<file path="src/rtl/bitset_iterator_pkg.sv">
// bitset_iterator_pkg: iteration order and walker states shared by the bitset iterator files
package bitset_iterator_pkg;
    typedef enum logic {ORDER_LSB_FIRST = 1'b0, ORDER_MSB_FIRST = 1'b1} iter_order_e;
    typedef enum logic {IDLE = 1'b0, ITER = 1'b1} iter_state_e;
endpackage

</file>
<file path="src/rtl/bitset_iterator_lzc.sv">
// bitset_iterator_lzc: trailing-zero (LSB first) or leading-zero (MSB first) counter
module bitset_iterator_lzc
    import bitset_iterator_pkg::*;
#(
    parameter int          WIDTH = 8,
    parameter iter_order_e MODE  = ORDER_LSB_FIRST,
    localparam int         CNT_W = (WIDTH > 1) ? $clog2(WIDTH) : 1
) (
    input  logic [WIDTH-1:0] in_i,
    output logic [CNT_W-1:0] cnt_o,
    output logic             empty_o
);
    always_comb begin
        cnt_o = '0;
        for (int i = WIDTH - 1; i >= 0; i--)
            if (MODE == ORDER_LSB_FIRST && in_i[i]) cnt_o = CNT_W'(i);
        for (int i = 0; i < WIDTH; i++)
            if (MODE == ORDER_MSB_FIRST && in_i[i]) cnt_o = CNT_W'(WIDTH - 1 - i);
        empty_o = (in_i == '0);
    end
endmodule

</file>
<file path="src/rtl/bitset_iterator.sv">
// bitset_iterator: streams the positions of all set bits of an accepted vector, one per cycle
module bitset_iterator
    import bitset_iterator_pkg::*;
#(
    parameter int          WIDTH = 8,
    parameter iter_order_e MODE  = ORDER_LSB_FIRST,
    localparam int         IDX_W = (WIDTH > 1) ? $clog2(WIDTH) : 1
) (
    input  logic             clk_i,
    input  logic             rst_ni,
    input  logic             flush_i,
    input  logic             vec_valid_i,
    output logic             vec_ready_o,
    input  logic [WIDTH-1:0] vec_i,
    output logic             idx_valid_o,
    input  logic             idx_ready_i,
    output logic [IDX_W-1:0] idx_o,
    output logic             last_o,
    output logic [IDX_W-1:0] seq_o,
    output logic             zero_o
);
    iter_state_e      state_q, state_d;
    logic [WIDTH-1:0] pending_q, pending_d, cleared;
    logic [IDX_W-1:0] seq_q, seq_d, cnt, idx;
    logic             zero_q, zero_d, empty, iter, beat, accept;

    bitset_iterator_lzc #(.WIDTH(WIDTH), .MODE(MODE)) u_lzc (
        .in_i    (pending_q),
        .cnt_o   (cnt),
        .empty_o (empty)
    );

    always_comb begin
        idx = (MODE == ORDER_LSB_FIRST) ? cnt : IDX_W'(WIDTH - 1) - cnt;
        cleared = (MODE == ORDER_LSB_FIRST) ? pending_q & (pending_q - WIDTH'(1))
                                            : pending_q & ~(WIDTH'(1) << idx);
        iter = (state_q == ITER);
        idx_valid_o = iter;
        idx_o = iter ? idx : '0;
        last_o = iter && (cleared == '0);
        seq_o = iter ? seq_q : '0;
        zero_o = zero_q;
        // ready follows idx_ready_i combinationally so the next vector loads on the final beat
        vec_ready_o = !flush_i && (!iter || (last_o && idx_ready_i));
        beat = iter && idx_ready_i;
        accept = vec_valid_i && vec_ready_o;
        state_d = state_q;
        pending_d = pending_q;
        seq_d = seq_q;
        zero_d = 1'b0;
        if (flush_i) begin
            state_d = IDLE;
            pending_d = '0;
            seq_d = '0;
        end else if (accept) begin
            state_d = (vec_i != '0) ? ITER : IDLE;
            pending_d = vec_i;
            seq_d = '0;
            zero_d = (vec_i == '0);
        end else if (beat) begin
            state_d = last_o ? IDLE : ITER;
            pending_d = cleared;
            seq_d = seq_q + IDX_W'(1);
        end
    end

    always_ff @(posedge clk_i or negedge rst_ni) begin
        if (!rst_ni) begin
            state_q <= IDLE;
            pending_q <= '0;
            seq_q <= '0;
            zero_q <= 1'b0;
        end else begin
            state_q <= state_d;
            pending_q <= pending_d;
            seq_q <= seq_d;
            zero_q <= zero_d;
        end
    end

    assert property (@(posedge clk_i) disable iff (!rst_ni) iter |-> !empty);
endmodule
</file>
<file path="config.mk">
export PLATFORM = sky130hd
export DESIGN_NAME = bitset_iterator
export DESIGN_NICKNAME = d
export VERILOG_FILES = /design/src/rtl/bitset_iterator_pkg.sv /design/src/rtl/bitset_iterator_lzc.sv /design/src/rtl/bitset_iterator.sv
export SDC_FILE = /design/constraint.sdc
export NUM_CORES = 1
export LEC_CHECK = 0
export BUFFER_PORTS_ARGS = -buffer_cell sky130_fd_sc_hd__buf_2
export CORE_MARGIN = 5
export CORE_UTILIZATION = 30
export DETAILED_ROUTE_END_ITERATION = 7
export PLACE_DENSITY_LB_ADDON = 0.3
export SYNTH_ARGS = -nofsm -noshare
export SYNTH_HDL_FRONTEND = slang
export SYNTH_SLANG_ARGS = --single-unit
export TNS_END_PERCENT = 20
</file>
<file path="constraint.sdc">
create_clock -name clk_i -period 5.2 [get_ports clk_i]
set_input_delay 0 -clock clk_i [delete_from_list [all_inputs] [get_ports clk_i]]
set_output_delay 0 -clock clk_i [all_outputs]
set_load 0.01 [all_outputs]
</file>
### Yosys cells after proc, flatten, opt, wreduce, memory -nomap -nowiden

Index checks and enable logic that the tools add are counted.

* reduce and logical (&&, ||, !) cells: 12
* multiplexer cells: 23
* bitwise logic cells: 1
* $add $sub $neg: 2

Operators with widths (number)
* 2-to-1 mux 3 bit: 13
* 2-to-1 mux 8 bit: 3
* zero test 8 bit: 2
* AND 8 bit: 1
* nonzero test 8 bit: 1
* subtractor 8 x 1 -> 8 bit, second input constant: 1
* 2-to-1 mux 1 bit: 7
* logical AND 1 bit: 5
* adder 3 x 1 -> 3 bit, second input constant: 1
* nonzero test 3 bit: 1
* zero test 1 bit: 2
* logical OR 1 bit: 1

* bits in registers: 13
* input port bits: 13
* word-level logic and storage cells: 42
* output and inout bits: 10

### Longest topological paths before layout

* depth in word-level cells: 10
* mapped depth: 6

### Hierarchy

Synthesis repeated with hierarchy kept, for this count alone.

* cells, all modules: 108
* area total of the unflattened synthesis: 1003.5 um^2

By module, submodules not included
* bitset_iterator: seq. area each 325.3 um^2, area an instance 917.1 um^2, cells an instance 94, instances 1
* bitset_iterator_lzc: seq. area each 0.0 um^2, area an instance 86.3 um^2, cells an instance 14, instances 1

### Worst setup path before layout

OpenSTA, ideal clock, no wires.

* path type: register to register
* start: register pending_q[2]
* end: register pending_q[1]
* stages on the path, launching flop included: 7
* setup time: 80 ps
* arrival: 2098 ps
* data required time: 5120 ps
* path slack: 3022 ps
* cell sequence: dfrtp_1 -> buf_6 -> or4_1 -> buf_2 -> o41a_4 -> a311o_4 -> o22ai_2

* word-level cells in the longest chain between the ends: 10

Ends and longest elaborated chain
* start: declaration: line bitset_iterator.sv:23 `logic [WIDTH-1:0] pending_q, pending_d, cleared;`
* start signal: assignment: line bitset_iterator.sv:75 `pending_q <= pending_d;`
* subtractor 8 x 1 -> 8 bit: line bitset_iterator.sv:35 `cleared = (MODE == ORDER_LSB_FIRST) ? pending_q & (pending_q - WIDTH'(1))`
* AND 8 bit (*): line bitset_iterator.sv:35
* zero test 8 bit (*): line bitset_iterator.sv:40 `last_o = iter && (cleared == '0);`
* logical AND 1 bit (*): line bitset_iterator.sv:40
* logical AND 1 bit (*): line bitset_iterator.sv:44 `vec_ready_o = !flush_i && (!iter || (last_o && idx_ready_i));`
* logical OR 1 bit (*): line bitset_iterator.sv:44
* logical AND 1 bit (*): line bitset_iterator.sv:44
* logical AND 1 bit (*): line bitset_iterator.sv:46 `accept = vec_valid_i && vec_ready_o;`
* 2-to-1 mux 8 bit: line bitset_iterator.sv:55 `end else if (accept) begin`
* 2-to-1 mux 8 bit: line bitset_iterator.sv:51 `if (flush_i) begin`

Mark *: on every way between the ends. The rest lies on a longest branch, timed or not.
A chain may end at the register's enable or synchronous reset.

### Final worst setup path

* start: register pending_q[2]
* end: output vec_ready_o

* word-level cells in the longest chain between the ends: 7

Ends and longest elaborated chain
* subtractor 8 x 1 -> 8 bit: line bitset_iterator.sv:35
* AND 8 bit (*): line bitset_iterator.sv:35
* zero test 8 bit (*): line bitset_iterator.sv:40
* logical AND 1 bit (*): line bitset_iterator.sv:40
* logical AND 1 bit (*): line bitset_iterator.sv:44
* logical OR 1 bit (*): line bitset_iterator.sv:44
* logical AND 1 bit (*): line bitset_iterator.sv:44
* end: declaration: line bitset_iterator.sv:13 `output logic vec_ready_o,`

Marked as above.

==> reports/qor.yml <==
critical_path:
  required_ps: 5200
  cp_top_family: "simple AND/OR/NAND/NOR gates"
  cp-end-kind: "primary output"
  critPathKind: "flip-flop to primary output"
  crit_buf_inv: 1
  cp_max_fo: 10
  path_depth: 5
  path_cells: "or4_1 -> a2111o_1 -> a31oi_1 -> nor2b_1 -> buf_2"
  start_kind: "flip-flop"
  cp_slowest_cell: "or4_1"
  critPathMaxStageDelay_ps: 690
  rr_worst_depth: 4
  arrival_ps: 2450
place:
  portBuffers: 22
  place_hpwl_mm: 1.948
  gp_congestion: 0.7933
  place_inst: 173
final_layout:
  num_antenna_cells: 0
  fin_util: 0.3867
  final_nets: 155
  fillers: 338
  final_cells: 184
  syn_to_final_growth_pct: 22.32
  multiInputGateArea_sq_um: 571.8
  drive_above_1_share: 0.2143
  regArea_sq_um: 325.3
synthesis:
  netlist_top_cells_area: "dfrtp_1 33%, inv_1 4.2%, a2111oi_0 3.6%"
  seq_area_frac_synth: 0.3316
  synth_top_area_share: 0.3316
  synth_area_per_cell_sq_um: 8.456
  synthArstFlopShare: 1.000
  synth_edf_count: 0
  ys_types: 41
  synth_top_cell_by_area: "dfrtp_1"
  netlist_area_sq_um: 980.9
  synth_warnings: 0
  synth-seq-cells: 13
  postSynthCellCount: 116
  synth_flop_cell: "dfrtp_1"
  syn_nets: 130
clocking:
  clkTransAtPathRegs_ps: 70
  postCtsSetupRepairBufs: 0
  cts_root_buffer: "clkbuf_4"
  cts_tree: "done"
  clock_path_buffers: 2
  htree_levels: 1
  clock_latency_ps: 270
  clkSinkCount: 13
  cts-buffers-inserted: 3
grt:
  use_met2: 0.2061
  grt_max_degree: 18
  gr-usage-met3: 0.01664
  grt_overflow: 0
  grt_first_pass_wirelength_mm: 4.077
  grt_pass1_vias: 917
  antenna_found_initial: 0
  top_usage_layer: "met2"
  track_usage: 0.1191
  use_met1: 0.1429
sta:
  fmax_mhz: 407.7
  final.setup.tns_ps: 0
  rsz0062_at_grt: "no"
  holdWs_ps: 38.97
  finalCritPeriodShare: 0.4717
  worstMarginPinSlew_ps: 538.0
  clock_skew_ps: 0.7387
  slew_headroom: 0.6402
  timing_hold_violations_final: 0
  setup_viol: 0
  slew_viol_final: 0
  finalCriticalPeriod_ps: 2453
routing:
  dr.pass1.iters: 4
  drt_iter0_markers: 27
  drc: 0
  routed_wl_mm: 2.533
  ant_nets: 0
  post_drt_via_cell_ratio: 5.234
  routedWlPerCell_microns: 13.77
  vias: 963
pwr:
  power_density_mw_per_mm2: 222.7
  finalPower_w: 0.0002672
  max-vdd-ir-drop_mv: 0.08428
  p_leak_nw: 0.5447
floorplan:
  die-area_sq_mm: 0.004513
  io_pins: 23
  core-area_sq_mm: 0.003103
  die_h_microns: 67.18
  initial_core_util: 0.3161
  rows: 20
  die_w_microns: 67.18
min_path:
  hold_depth: 4
  hold_path.class: "primary input to flip-flop"
run_status:
  outcome: "finished, final reports clean"
job:
  maxCapViolCount: 0
[through the flow]
| stage | area [sq um] | worst slack [ps] |
|---|---|---|
| 2_1_floorplan | 980.9 | 3022 |
| 3_3_place_gp | 1104 | 2974 |
| 3_5_place_dp | 1104 | 2927 |
| 4_1_cts | 1200 | 2780 |
| 5_1_grt | 1200 | 2678 |
| 6_report | 1200 | 2747 |
[cells in the mapped netlist (2+ instances only)]
cell type,count
nor3_1,2
inv_1,11
or2_2,2
o32ai_1,3
nand2_1,8
nor2b_1,2
a21oi_1,4
nor2_1,7
and2_1,5
a2111oi_0,4
a2111o_1,2
a211oi_1,3
a31oi_1,3
o21ai_0,5
or3_1,3
o41ai_1,2
nor4b_1,2
nor4_1,4
nand2b_1,2
clkbuf_1,7
o21ai_1,3
dfrtp_1,13
[cell families after synthesis]
family | Yosys count | synth area share
fa+ha+maj | 2 | 0.02296
mux | 1 | 0.01020
buf+inv | 20 | 0.08546
compound gates | 40 | 0.3265
flops | 13 | 0.3316
simple gates | 40 | 0.2232
[tightest hold or removal path, cell delays in order]
cell and delay, ps:
buf_2 90, nor4_1 50, nand2_1 80, nor2_1 50
[cell usage in the layout, fill, tap and decap left out, drive strengths merged, types with 2 or more instances in the layout]
master and instances:
nor3 2, or3 3, nor2b 2, and2 5, or2 2, buf 22, o32ai 3, nand2b 2
clkbuf 4, a2111o 2, nor4b 2, nor2 7, o21ai 8, a2111oi 4, o22ai 2, inv 11
a31oi 3, o41ai 2, nor4 4, dlygate4sd3 7, nand2 8, a21oi 4, a211oi 3, dfrtp 13
[routing by layer]
metal / wire (microns) / share of wire / up-vias
met5: 0 / 0 / -
li1: - / - / 486
met1: 1125 / 0.44 / 448
met3: 140 / 0.055 / 2
met4: 34 / 0.013 / 0
met2: 1233 / 0.49 / 27
[path summary, 6_finish.rpt]
path / start / endpoint / slack [ps]
max in group asynchronous: rst_ni / seq_q[2] / 4820
min in group asynchronous: rst_ni / pending_q[0] / 150
max: pending_q[2] / vec_ready_o / 2750
min reg2reg: seq_q[1] / seq_q[1] / 510
min: vec_i[1] / zero_o / 40
max reg2reg: pending_q[2] / pending_q[4] / 2870
[power by group]
group / total, W / switching [W] / internal (W)
sequential: 0.000122 / 0.0000154 / 0.000107
combinational: 0.0000844 / 0.0000452 / 0.0000392
clock: 0.0000604 / 0.0000307 / 0.0000297
[flip-flops by register name, summed over array words and instances, names as in the netlist]
register / flops
idx_valid_o: 1
pending_q: 8
seq_q: 3
zero_o: 1
[final cells by class]
| type | count | share of cell area |
|---|---|---|
| tap | 44 | 0.04588 |
| clock buffer | 4 | 0.02190 |
| multi-input combinational | 83 | 0.4765 |
| inverter | 11 | 0.03441 |
| timing repair buffer | 29 | 0.1502 |
| sequential | 13 | 0.2711 |
[what timing repair did]
item / 4_1_cts / 5_1_grt
hold buffers: 7 / 0
endpoints found under the hold margin: 19 / 0
resized for setup: 0 / 0
(Power assumes the default switching activity.)
